[src/rtl/lpm_tbl_arbiter.sv]
`default_nettype none
// +----------------------------------------------------------------------+
// | Module   : lpm_tbl_arbiter                                           |
// | Brief    : round-robin arbiter giving two requesters one-at-a-time    |
// |            access to the LPM table, with ack timeout; optional table  |
// |            clear engine compiled in by LPM_TBL_ARB_CLEAR_EN.          |
// | Revision : 1.0  initial release                                      |
// +----------------------------------------------------------------------+
module lpm_tbl_arbiter #(
  parameter int C_S_AXI_DATA_WIDTH = 32,
  parameter int ACK_TIMEOUT        = 15
) (
  input  logic                              AXI_ACLK,
  input  logic                              AXI_RESETN,
  input  logic                              req0_valid,
  input  logic                              req0_wr,
  input  logic [4:0]                        req0_addr,
  input  logic [4*C_S_AXI_DATA_WIDTH-1:0]   req0_wdata,
  output logic                              req0_ready,
  input  logic                              req1_valid,
  input  logic                              req1_wr,
  input  logic [4:0]                        req1_addr,
  input  logic [4*C_S_AXI_DATA_WIDTH-1:0]   req1_wdata,
  output logic                              req1_ready,
  output logic                              rsp_valid,
  output logic                              rsp_id,
  output logic                              rsp_err,
  output logic [4*C_S_AXI_DATA_WIDTH-1:0]   rsp_rdata,
  output logic                              tbl_rd_req,
  output logic                              tbl_wr_req,
  output logic [4:0]                        tbl_rd_addr,
  output logic [4:0]                        tbl_wr_addr,
  output logic [4*C_S_AXI_DATA_WIDTH-1:0]   tbl_wr_data,
  input  logic                              tbl_rd_ack,
  input  logic                              tbl_wr_ack,
  input  logic [4*C_S_AXI_DATA_WIDTH-1:0]   tbl_rd_data,
  output logic [15:0]                       timeout_cnt,
  input  logic                              clr_start,
  output logic                              clr_busy
);

  localparam int          c_ent_w    = 4 * C_S_AXI_DATA_WIDTH;
  localparam int          c_cnt_w    = $clog2(ACK_TIMEOUT + 1);
  localparam logic [1:0]  c_st_idle  = 2'd0;
  localparam logic [1:0]  c_st_issue = 2'd1;
  localparam logic [1:0]  c_st_wait  = 2'd2;
  localparam logic [1:0]  c_st_resp  = 2'd3;
  localparam logic [15:0] c_tmo_max  = 16'hFFFF;

  logic [1:0]         r_state;
  logic               r_last;
  logic               r_id;
  logic               r_wr;
  logic [c_cnt_w-1:0] r_wait_cnt;
  logic               r_req0_ready, r_req1_ready;
  logic               r_rsp_valid, r_rsp_id, r_rsp_err;
  logic [c_ent_w-1:0] r_rsp_rdata;
  logic               r_tbl_rd_req, r_tbl_wr_req;
  logic [4:0]         r_tbl_rd_addr, r_tbl_wr_addr;
  logic [c_ent_w-1:0] r_tbl_wr_data;
  logic [15:0]        r_timeout_cnt;
  logic               r_clr_busy;

  logic               w_any_valid, w_grant_id, w_sel_wr, w_ack, w_expire, w_err;
  logic [4:0]         w_sel_addr;
  logic [c_ent_w-1:0] w_sel_wdata;

  // Contention goes to whichever requester was not served last.
  always_comb begin
    w_any_valid = req0_valid | req1_valid;
    w_grant_id  = req1_valid;
    if (req0_valid && req1_valid) w_grant_id = ~r_last;
    w_sel_wr    = w_grant_id ? req1_wr    : req0_wr;
    w_sel_addr  = w_grant_id ? req1_addr  : req0_addr;
    w_sel_wdata = w_grant_id ? req1_wdata : req0_wdata;
    w_ack       = r_wr ? tbl_wr_ack : tbl_rd_ack;
    w_expire    = (r_wait_cnt == c_cnt_w'(ACK_TIMEOUT - 1));
    w_err       = ~w_ack;
  end

`ifdef LPM_TBL_ARB_CLEAR_EN
  logic [4:0] r_clr_idx;
`else
  logic w_unused_clr;
  assign w_unused_clr = clr_start;
`endif

  always_ff @(posedge AXI_ACLK or negedge AXI_RESETN) begin
    if (!AXI_RESETN) begin
      r_state       <= c_st_idle;
      r_last        <= 1'b1;
      r_id          <= 1'b0;
      r_wr          <= 1'b0;
      r_wait_cnt    <= '0;
      r_req0_ready  <= 1'b0;
      r_req1_ready  <= 1'b0;
      r_rsp_valid   <= 1'b0;
      r_rsp_id      <= 1'b0;
      r_rsp_err     <= 1'b0;
      r_rsp_rdata   <= '0;
      r_tbl_rd_req  <= 1'b0;
      r_tbl_wr_req  <= 1'b0;
      r_tbl_rd_addr <= '0;
      r_tbl_wr_addr <= '0;
      r_tbl_wr_data <= '0;
      r_timeout_cnt <= '0;
      r_clr_busy    <= 1'b0;
`ifdef LPM_TBL_ARB_CLEAR_EN
      r_clr_idx     <= '0;
`endif
    end else begin
      r_req0_ready <= 1'b0;
      r_req1_ready <= 1'b0;
      r_tbl_rd_req <= 1'b0;
      r_tbl_wr_req <= 1'b0;
      case (r_state)
        c_st_idle: begin
`ifdef LPM_TBL_ARB_CLEAR_EN
          if (clr_start && !r_clr_busy) begin
            r_clr_busy    <= 1'b1;
            r_clr_idx     <= '0;
            r_wr          <= 1'b1;
            r_tbl_wr_req  <= 1'b1;
            r_tbl_wr_addr <= '0;
            r_tbl_wr_data <= '1;
            r_wait_cnt    <= '0;
            r_state       <= c_st_issue;
          end else
`endif
          if (w_any_valid && !r_clr_busy) begin
            r_req0_ready <= ~w_grant_id;
            r_req1_ready <= w_grant_id;
            r_id         <= w_grant_id;
            r_last       <= w_grant_id;
            r_wr         <= w_sel_wr;
            r_wait_cnt   <= '0;
            if (w_sel_wr) begin
              r_tbl_wr_req  <= 1'b1;
              r_tbl_wr_addr <= w_sel_addr;
              r_tbl_wr_data <= w_sel_wdata;
            end else begin
              r_tbl_rd_req  <= 1'b1;
              r_tbl_rd_addr <= w_sel_addr;
            end
            r_state <= c_st_issue;
          end
        end
        c_st_issue: r_state <= c_st_wait;
        c_st_wait: begin
          // An ack landing on the expiry cycle still counts as success.
          if (w_ack || w_expire) begin
            if (w_err && (r_timeout_cnt != c_tmo_max))
              r_timeout_cnt <= r_timeout_cnt + 16'd1;
`ifdef LPM_TBL_ARB_CLEAR_EN
            if (r_clr_busy) begin
              if (r_clr_idx == 5'd31) begin
                r_clr_busy <= 1'b0;
                r_state    <= c_st_idle;
              end else begin
                r_clr_idx     <= r_clr_idx + 5'd1;
                r_tbl_wr_req  <= 1'b1;
                r_tbl_wr_addr <= r_clr_idx + 5'd1;
                r_wait_cnt    <= '0;
                r_state       <= c_st_issue;
              end
            end else
`endif
            begin
              r_rsp_valid <= 1'b1;
              r_rsp_id    <= r_id;
              r_rsp_err   <= w_err;
              r_rsp_rdata <= (!w_err && !r_wr) ? tbl_rd_data : '0;
              r_state     <= c_st_resp;
            end
          end else begin
            r_wait_cnt <= r_wait_cnt + 1'b1;
          end
        end
        c_st_resp: begin
          r_rsp_valid <= 1'b0;
          r_rsp_id    <= 1'b0;
          r_rsp_err   <= 1'b0;
          r_rsp_rdata <= '0;
          r_state     <= c_st_idle;
        end
        default: r_state <= c_st_idle;
      endcase
    end
  end

  assign req0_ready  = r_req0_ready;
  assign req1_ready  = r_req1_ready;
  assign rsp_valid   = r_rsp_valid;
  assign rsp_id      = r_rsp_id;
  assign rsp_err     = r_rsp_err;
  assign rsp_rdata   = r_rsp_rdata;
  assign tbl_rd_req  = r_tbl_rd_req;
  assign tbl_wr_req  = r_tbl_wr_req;
  assign tbl_rd_addr = r_tbl_rd_addr;
  assign tbl_wr_addr = r_tbl_wr_addr;
  assign tbl_wr_data = r_tbl_wr_data;
  assign timeout_cnt = r_timeout_cnt;
  assign clr_busy    = r_clr_busy;

endmodule
`default_nettype wire
[config.mk]
export PLATFORM = sky130hd
export DESIGN_NAME = lpm_tbl_arbiter
export DESIGN_NICKNAME = d
export VERILOG_FILES = /design/src/rtl/lpm_tbl_arbiter.sv
export SDC_FILE = /design/constraint.sdc
export NUM_CORES = 1
export LEC_CHECK = 0
export CORE_AREA = 2 2 273 275
export CTS_CLUSTER_SIZE = 8
export DETAILED_ROUTE_END_ITERATION = 10
export DIE_AREA = 0 0 275 277
export SYNTH_ARGS = -nofsm -noshare
export SYNTH_HDL_FRONTEND = slang
export SYNTH_SLANG_ARGS = --single-unit
[constraint.sdc]
create_clock -name AXI_ACLK -period 1.79 [get_ports AXI_ACLK]
set_clock_uncertainty 0.1 [all_clocks]
set_input_delay 0.4475 -clock AXI_ACLK [delete_from_list [all_inputs] [get_ports AXI_ACLK]]
set_output_delay 0.4475 -clock AXI_ACLK [all_outputs]
set_load 0.02 [all_outputs]
==> summary.md <==
| Metric | Value |
|---|---|
| Fmax | `523.5 MHz` |
| Main combinational cell family by area after synthesis | `buffers and inverters` |
| Clk network pwr share | `47.7%` |
| Clock Latency Late Sink | `about 0.46 ns` |
| Site Rows | `100` |
| Sw power | `1.988 mW` |
| Final net count | `~1300` |
| Leakage | `5.639 nW` |
| DRC Markers | `0` |
| Power Density | `between 600 and 700 mW/mm²` |
| Crit path kind | `flop to flop` |
| Placed Cells | `1821` |
| Top cell type's share of synthesized area | `a little under three fifths` |
| Startpoint Class | `flop` |
| Synthesized-area fraction occupied by and/or/nand/nor cells | `4.209%` |
| CP required | `2.06 ns` |
| CP endpoint kind | `flop` |
| Reg clk slew, reported paths | `0.07 ns` |
| Final Hold Vio Count | `0` |
| Largest net degree at the start of global routing | `45` |
| Int Power | `5.858 mW` |
| Top post-synthesis cells by area | `dfrtp_1, a22o_1, buf_4` |
| Complex-gate fraction of the synthesized area | `17.52%` |
| Crit path buf inv count | `0` |
| Commonest cells after routing, fill and taps aside | `conb_1, dfrtp_1, a22o_1, clkdlybuf4s50_1, dlygate4sd2_1` |
| Worst slack at placement | `-0.4623 ns` |
| Synth Instances | `between 500 and 600` |
| Layout fillers | `8213` |
| Worst min path class | `primary input to asynchronous set/reset pin` |
| Delay-heaviest family, CP | `simple AND/OR/NAND/NOR gates` |
| Fin area | `0.01162 mm²` |
| Share of cells above drive strength 1 | `18.96%` |
| Overflow after GRT | `0` |
| Antenna violations before repair | `1` |
| Synth Cell Area | `0.006748 mm²` |
| CP max stage cell | `or4_4` |
| Xor/xnor cell area share of the yosys netlist | `2.336%` |
| Initial core utilization | `9.172%` |
| Mapped Avg Cell Area | `12.31 µm²` |
| Diode count | `0` |
| First-pass GRT wire length | `33180 µm` |
| Max cap viols | `0` |
| Port Buffers | `276` |
| Die Area | `0.07618 mm²` |
| Period minus WS final | `~1.9 ns` |
| Vias in the first global route | `5389` |
| Synth Area in Adders | `approximately 1.3%` |
| Root buf cell | `clkbuf_16` |
| DRT iter0 DRCs | `130` |
| Via count | `5244` |
| H-Tree Depth | `4` |
| RSZ-0062 raised after global routing | `true` |
| Comb power frac | `8.6%` |
| Critical path data arrival time | `roughly 2.2 ns` |
| Final Total Pwr | `7.846 mW` |
| Core area | `0.07357 mm²` |
| Setup_tns | `-6.114 ns` |
| Yosys warnings | `1` |
| Sequential Power Share | `43.8%` |
| Hold WS | `0.3544 ns` |
| Violations in the final reports | `setup timing` |
| Multi-input gate area | `0.002432 mm²` |
| Die X | `275 µm` |
| Rel. slew slack | `between 60% and 70%` |
| # IOs | `693` |
| Final Cycle Share | `106.7%` |
| Crit path cell chain | `ha_4 -> nand4_1 -> or4_4 -> nor3b_4 -> xor2_1` |
| Post-synth top area cell | `dfrtp_1` |
| Via density | `between 2 and 3` |
| Crit-path max FO | `4` |
| Fin. max-slew vios | `0` |
| Seq/Total Area, Yosys | `a little under three fifths` |
| Sw Share | `between 20% and 30%` |
| VDD IR max | `around 0.38 mV` |
| Unique cell type count in the Yosys netlist | `32` |
| Final setup fails | `103` |
| Status | `finished, violations left` |
| FF/Latch Area | `0.003816 mm²` |
| Detail Placement HPWL | `15170 µm` |
| Routed len/inst | `12.43 µm` |
| CTS tree | `built` |
| Final cell count without fillers | `1871` |
| Gpl congestion | `approximately 0.74` |
| PnR worst setup slack | `-0.1203 ns` |
| Post-synthesis mux area share | `less than 1%` |
| Die Ht | `277 µm` |
| Routed wire length | `about 23000 µm` |
| Final core occ | `15.80%` |
| Worst Tran Pin Value | `0.5476 ns` |
| DP Area | `0.01069 mm²` |
| GRT Overall Usage | `just under 6%` |
| DRT Pass-1 Iters | `6` |
| Area Growth Syn to Fin | `72.28%` |
| Detail Route Antenna Nets | `0` |
| CTS buffer count | `17` |
| CTS Sinks | `roughly 150` |
| #FFs+latches synth | `152` |
| Worst path max stage delay | `0.62 ns` |
| Most common cell after layout, fill and taps aside | `conb_1` |
| CTS max path bufs | `2` |
worst register-to-register path: stages, from the launching register on:
cell and delay (ns):
dfrtp_2 0.38, ha_4 0.14, nand4_1 0.19, or4_4 0.62
nor3b_4 0.22, xor2_1 0.17
cells in the mapped netlist:
library cell / instances
o22ai_1: 1
nor3_1: 3
nor3b_1: 1
and3_1: 4
o32a_1: 1
a21oi_1: 2
or3_2: 1
nor2_1: 9
nand2b_1: 1
nand4_2: 1
nand4b_1: 3
a31oi_1: 1
or3_1: 1
nand3_1: 9
dfrtp_1: 152
and2_4: 1
nor4_1: 1
conb_1: 1
inv_1: 5
a22o_1: 129
nand2_1: 10
o21ai_0: 4
nand4_1: 5
buf_1: 1
clkbuf_2: 1
or4_1: 2
clkbuf_1: 28
buf_4: 144
xor2_1: 7
ha_1: 7
mux2_4: 1
xnor2_1: 11
logic make-up after synthesis:
group                    Yosys count
AO/OA/AOI/OAI                    138
adder cells (fa/ha/maj)            7
AND/OR/NAND/NOR                   52
flip-flops                       152
XOR/XNOR                          18
multiplexers                       1
buffers and inverters            179
other                              1
final cells by class:
type,instances,share of cell area (%)
sequential,152,32.83
timing repair buffer,353,30.56
multi-input combinational,360,20.92
tap,969,10.43
clock buffer,21,4.047
clock inverter,11,1.055
inverter,5,0.1614
power by group through the flow:
stage	logic (mW)	clock network (mW)	registers, mW
floorplan	0.505	0	3.50
global placement	0.667	0	3.50
detailed placement	0.669	0	3.50
CTS	0.675	3.96	3.43
global route	0.726	4.10	3.43
finish	0.671	3.74	3.43
what timing repair did:
item / in CTS / in global routing
hold buffers: 1 / 0
endpoints found under the hold margin: 20 / 0
cloned: 5 / 3
gates resized for setup: 263 / 42
pin swaps: 68 / 37
setup endpoints to repair: 288 / 165
setup buffers: 6 / 6
sequential cells by signal, indices dropped and copies added, names as in the netlist:
register / count
r_state: 2
r_wait_cnt: 4
rsp_err: 1
rsp_rdata: 128
rsp_valid: 1
timeout_cnt: 16
worst paths after layout:
path | slack (ns) | start | depth (start not counted) | endpoint
worst max-delay path | -0.12 | timeout_cnt[1] | 5 | timeout_cnt[12]
worst min-delay path | 0.35 | AXI_RESETN | 2 | rsp_rdata[90]
worst max register to register | -0.12 | timeout_cnt[1] | 5 | timeout_cnt[12]
worst min register to register | 0.40 | rsp_rdata[24] | 1 | rsp_rdata[24]
max in group asynchronous | 0.64 | AXI_RESETN | 3 | timeout_cnt[14]
min in group AXI_ACLK | 0.40 | rsp_rdata[24] | 1 | rsp_rdata[24]
routing by layer:
layer | part of all wire [%] | vias up | global-route usage, % | wire length, µm
met3 | 8.6 | 21 | 2.029 | 2002
met1 | 42 | 2521 | 6.926 | 9853
met5 | 0 | - | 0 | 0
met2 | 47 | 329 | 9.638 | 10870
li1 | - | 2373 | - | -
met4 | 2.3 | 0 | 3.146 | 535
No activity file was read; power rests on OpenSTA's default activity.
